### config.mk
export PLATFORM = sky130hd
export DESIGN_NAME = fetch_decode_buffer
export DESIGN_NICKNAME = d
export VERILOG_FILES = /design/src/rtl/fetch_decode_buffer.sv
export SDC_FILE = /design/constraint.sdc
export NUM_CORES = 1
export LEC_CHECK = 0
export BUFFER_PORTS_ARGS = -buffer_cell sky130_fd_sc_hd__buf_2
export CAP_MARGIN = 20
export CORE_ASPECT_RATIO = 1.75
export CORE_MARGIN = 3
export CORE_UTILIZATION = 50
export DETAILED_ROUTE_END_ITERATION = 12
export PLACE_DENSITY = 0.84
export SLEW_MARGIN = 20
export SYNTH_ARGS = -nofsm -noshare
export SYNTH_HDL_FRONTEND = slang
export SYNTH_SLANG_ARGS = --single-unit
### constraint.sdc
create_clock -name CLK -period 2.48 [get_ports CLK]
set_input_delay 0.372 -clock CLK [delete_from_list [all_inputs] [get_ports CLK]]
set_output_delay 0.372 -clock CLK [all_outputs]
set_load 0.05 [all_outputs]
### src/rtl/fetch_decode_buffer.sv
// Two-entry PC/instruction buffer between IF and decode: valid/ready to decode, Stall back-pressure to IF, flush on taken branch.
// Define FDB_HALT_DETECT_EN to build HALT opcode detection and the sticky Halt state.
module fetch_decode_buffer #(
    parameter int         IW      = 9,
    parameter int         AW      = 8,
    parameter logic [3:0] HALT_OP = 4'b1111
) (
    input  logic          CLK,
    input  logic          Init_n,
    input  logic [AW-1:0] PC_in,
    input  logic [IW-1:0] Instr_in,
    input  logic          in_valid,
    input  logic          Flush,
    input  logic          dec_ready,
    output logic [AW-1:0] PC_out,
    output logic [IW-1:0] Instr_out,
    output logic          out_valid,
    output logic          Stall,
    output logic          Halt
);
    // Handshake: decode takes the head on a rising edge with out_valid && dec_ready; IF's word is
    // captured on a rising edge with in_valid && !Stall. Flush on the same edge cancels both.
    logic [AW-1:0] pc_mem_q    [2];
    logic [IW-1:0] instr_mem_q [2];
    logic          wr_ptr_q, wr_ptr_d;
    logic          rd_ptr_q, rd_ptr_d;
    logic [1:0]    count_q, count_d;
    logic          halted;
    logic          enq, deq;

    // Stall and out_valid derive from registered state only, so IF never sees a path from dec_ready.
    assign out_valid = (count_q != 2'd0) && !halted;
    assign Stall     = (count_q == 2'd2) || halted;
    assign PC_out    = out_valid ? pc_mem_q[rd_ptr_q]    : '0;
    assign Instr_out = out_valid ? instr_mem_q[rd_ptr_q] : '0;
    assign Halt      = halted;

    assign enq = in_valid && !Stall && !Flush && !halted;
    assign deq = out_valid && dec_ready && !Flush;

    always_comb begin
        wr_ptr_d = wr_ptr_q;
        rd_ptr_d = rd_ptr_q;
        count_d  = count_q;
        if (Flush) begin
            wr_ptr_d = 1'b0;
            rd_ptr_d = 1'b0;
            count_d  = 2'd0;
        end else begin
            if (enq) wr_ptr_d = ~wr_ptr_q;
            if (deq) rd_ptr_d = ~rd_ptr_q;
            if (enq && !deq)      count_d = count_q + 2'd1;
            else if (!enq && deq) count_d = count_q - 2'd1;
        end
    end

    always_ff @(posedge CLK or negedge Init_n) begin
        if (!Init_n) begin
            wr_ptr_q <= 1'b0;
            rd_ptr_q <= 1'b0;
            count_q  <= 2'd0;
            for (int i = 0; i < 2; i++) begin
                pc_mem_q[i]    <= '0;
                instr_mem_q[i] <= '0;
            end
        end else begin
            wr_ptr_q <= wr_ptr_d;
            rd_ptr_q <= rd_ptr_d;
            count_q  <= count_d;
            if (enq) begin
                pc_mem_q[wr_ptr_q]    <= PC_in;
                instr_mem_q[wr_ptr_q] <= Instr_in;
            end
        end
    end

`ifdef FDB_HALT_DETECT_EN
    typedef enum logic {ST_RUN = 1'b0, ST_HALTED = 1'b1} state_e;
    state_e state_q, state_d;

    always_ff @(posedge CLK or negedge Init_n) begin
        if (!Init_n) state_q <= ST_RUN;
        else         state_q <= state_d;
    end

    // HALTED only leaves through reset; Flush does not touch it.
    always_comb begin
        state_d = state_q;
        if (state_q == ST_RUN && deq && Instr_out[IW-1:IW-4] == HALT_OP)
            state_d = ST_HALTED;
    end

    always_comb begin
        halted = (state_q == ST_HALTED);
    end
`else
    assign halted = 1'b0;
`endif

endmodule

==> flow_metrics.py <==
metrics = {
    "final_layout": {
        "fin_cells": 225,
        "antenna_cells": 0,
        "synthToLayoutAreaGrowth_pct": 19.06,
        "fin_nets": 201,
        "design_area_mm2": 0.002102,
        "drive_gt1_share_pct": 50.56,
    },
    "clocking": {
        "clock_latency_ns": 0.29,
        "post-cts-setup-buffers": 0,
        "htree_levels": 2,
        "clkSinkCount": 38,
        "cts_root_buffer": "clkbuf_8",
        "ctsHoldBuffers": 0,
        "cts_made_buffers": 5,
        "cts.path.max_buffers": 2,
        "cts_tree": "done",
        "clk_pin_slew_worst_paths_ns": 0.07,
        "post_cts_resized": 0,
    },
    "sta": {
        "tns_ns": 0,
        "final_hold_viol_count": 0,
        "rsz0062_at_grt": "false",
        "fin_ws_ns": 0.2522,
        "slew_headroom_pct": 35.25,
        "max_freq_mhz": 448.9,
        "period_needed_ns": 2.228,
        "clock_skew_ns": 0.006114,
        "finalCritPeriodShare_pct": 89.83,
        "final-max-slew-violation-count": 0,
        "tightest_slew_ns": 0.9713,
        "setup_viol": 0,
    },
    "synthesis": {
        "synth.most_common_cell": "dfrtp_1",
        "syn_nets": 157,
        "synth_cells": 135,
        "synth_largest_area_cell": "dfrtp_1",
        "syn_avg_cell_area_um2": 13.08,
        "synth_ff_type": "dfrtp_1",
        "ys_warn_count": 0,
        "synth_cell_types": 23,
        "yosysTopAreaCellShare_pct": 53.86,
        "synthesis.area_mm2": 0.001765,
        "synth_area_leaders": "dfrtp_1, mux2_2, mux2i_1, nor2_1, nor4_4",
        "ys_async_sr_fraction_pct": 100.0,
        "ys_seq_elements": 38,
        "synth_edf_count": 0,
        "synth_common_cells": "dfrtp_1, mux2_2, nor2_1",
        "yosysSeqAreaShare_pct": 53.86,
    },
    "setup_path": {
        "arrival_ns": 1.86,
        "cp_num_buf_inv": 1,
        "crit_chain": "mux2i_1, nor2_1, buf_2",
        "worstPathRequired_ns": 2.11,
        "path_depth": 3,
        "end_kind": "output port",
        "crit_path_start_kind": "register",
        "worstSetupStartpoint": "rd_ptr_q",
        "critPathMaxStageDelay_ns": 0.99,
        "r2r_start": "count_q[0]",
        "critPathTopFamily": "flip-flops",
        "path_class": "register to output port",
        "reg2reg_depth": 3,
        "cp_max_fo": 18,
        "slowest_stage": "dfrtp_1",
    },
    "global_routing": {
        "grt_use_total_pct": 17.30,
        "grt_first_pass_wirelength_um": 5616,
        "use_met3_pct": 4.085,
        "grtUsageMet2_pct": 31.84,
        "grt_max_degree": 39,
        "grt_overflow_total": 0,
        "busiest_layer": "met2",
        "first_global_vias": 1217,
        "gr-usage-met1_pct": 17.85,
        "antenna_found_initial": 0,
    },
    "floorplan": {
        "dieArea_mm2": 0.004308,
        "start_util_pct": 51.95,
        "ios": 42,
        "die_w_um": 50.92,
        "fp.dieH_um": 84.61,
        "rows": 28,
        "core-area_mm2": 0.003398,
    },
    "min_path": {
        "hold_path.class": "input pin to async pin",
    },
    "route": {
        "drtPass1Iterations": 6,
        "wire_per_inst_um": 14.83,
        "detail-route-antenna-nets": 0,
        "num_vias": 1173,
        "drt_iter0_markers": 22,
        "vias_per_cell": 5.213,
        "post-route-drc-count": 0,
        "wirelength_um": 3336,
    },
    "placement": {
        "pre_cts_ws_ns": 0.5723,
        "dp_cells": 217,
        "numPortBuffers": 40,
        "gp_congestion": 0.7388,
        "postPlaceCellArea_mm2": 0.002007,
        "detailed_place_hpwl_um": 2524,
    },
    "power": {
        "power.leakage_nw": 0.9733,
        "vdd_ir_drop_max_uv": 582.1,
        "powerDensity_mw_per_mm2": 835.7,
        "finalPower_w": 0.001757,
    },
    "outcome": {
        "outcome": "finished clean",
    },
    "run": {
        "max_cap_violations": 0,
    },
}
-- state kept, by name, indices dropped and copies added (netlist names) --
register and flops:
count_q 2, instr_mem_q 18, pc_mem_q 16, rd_ptr_q 1, wr_ptr_q 1
-- path summary, 6_finish.rpt --
kind	slack, ns	to
min in group CLK	0.33	wr_ptr_q
worst min register to register	0.51	instr_mem_q[11]
worst max-delay path	0.25	PC_out[5]
worst min-delay path	0.17	instr_mem_q[9]
max in group asynchronous	1.80	pc_mem_q[14]
worst max register to register	0.77	instr_mem_q[0]
-- power by group --
part           total (W)  internal [W]  switching (W)
combinational   0.000469      0.000203       0.000266
sequential      0.000856      0.000763      0.0000932
clock           0.000432      0.000223       0.000209
-- per-layer routing --
| metal | part of all wire [%] | up-vias |
|---|---|---|
| met2 | 57 | 28 |
| met1 | 36 | 578 |
| met4 | 2.1 | 0 |
| li1 | - | 559 |
| met3 | 4.5 | 8 |
| met5 | 0 | - |
-- through the flow --
stage	util [%]	hold slack, ns
after floorplan	-	0.07641
after global placement	59.06	0.4865
after detailed placement	59.06	0.4946
after CTS	61.86	0.2039
after global routing	61.86	0.2237
final	61.86	0.1730
-- cell usage in the layout (no fill, tap or decap), drive strengths merged --
master	instances
o211ai	1
a21o	1
mux2	34
nand4b	1
nor2	19
clkinv	1
xor2	1
o21ai	2
nor3b	1
clkinvlp	1
inv	3
nor4	1
conb	1
or2	1
dfrtp	38
clkbuf	6
or3	1
mux2i	18
nand3b	1
buf	43
nand2b	1
a21oi	4
-- kinds of logic after synthesis --
| group | count (synthesis) | share of synthesized area (%) |
|---|---|---|
| AO/OA/AOI/OAI | 8 | 2.552 |
| multiplexers | 52 | 31.89 |
| AND/OR/NAND/NOR | 26 | 8.222 |
| other | 1 | 0.2124 |
| buffers and inverters | 9 | 2.764 |
| XOR/XNOR | 1 | 0.4962 |
| flip-flops | 38 | 53.86 |
-- final cells by class --
class,instances,area [um2]
repair buffers,43,222.7
fillers,296,1296
clock inverters,2,12.51
inverters,3,11.26
well taps,45,56.30
clock buffers,6,82.58
flip-flops and latches,38,950.9
multi-input cells,88,765.7
No activity file was read; power rests on OpenSTA's default activity.
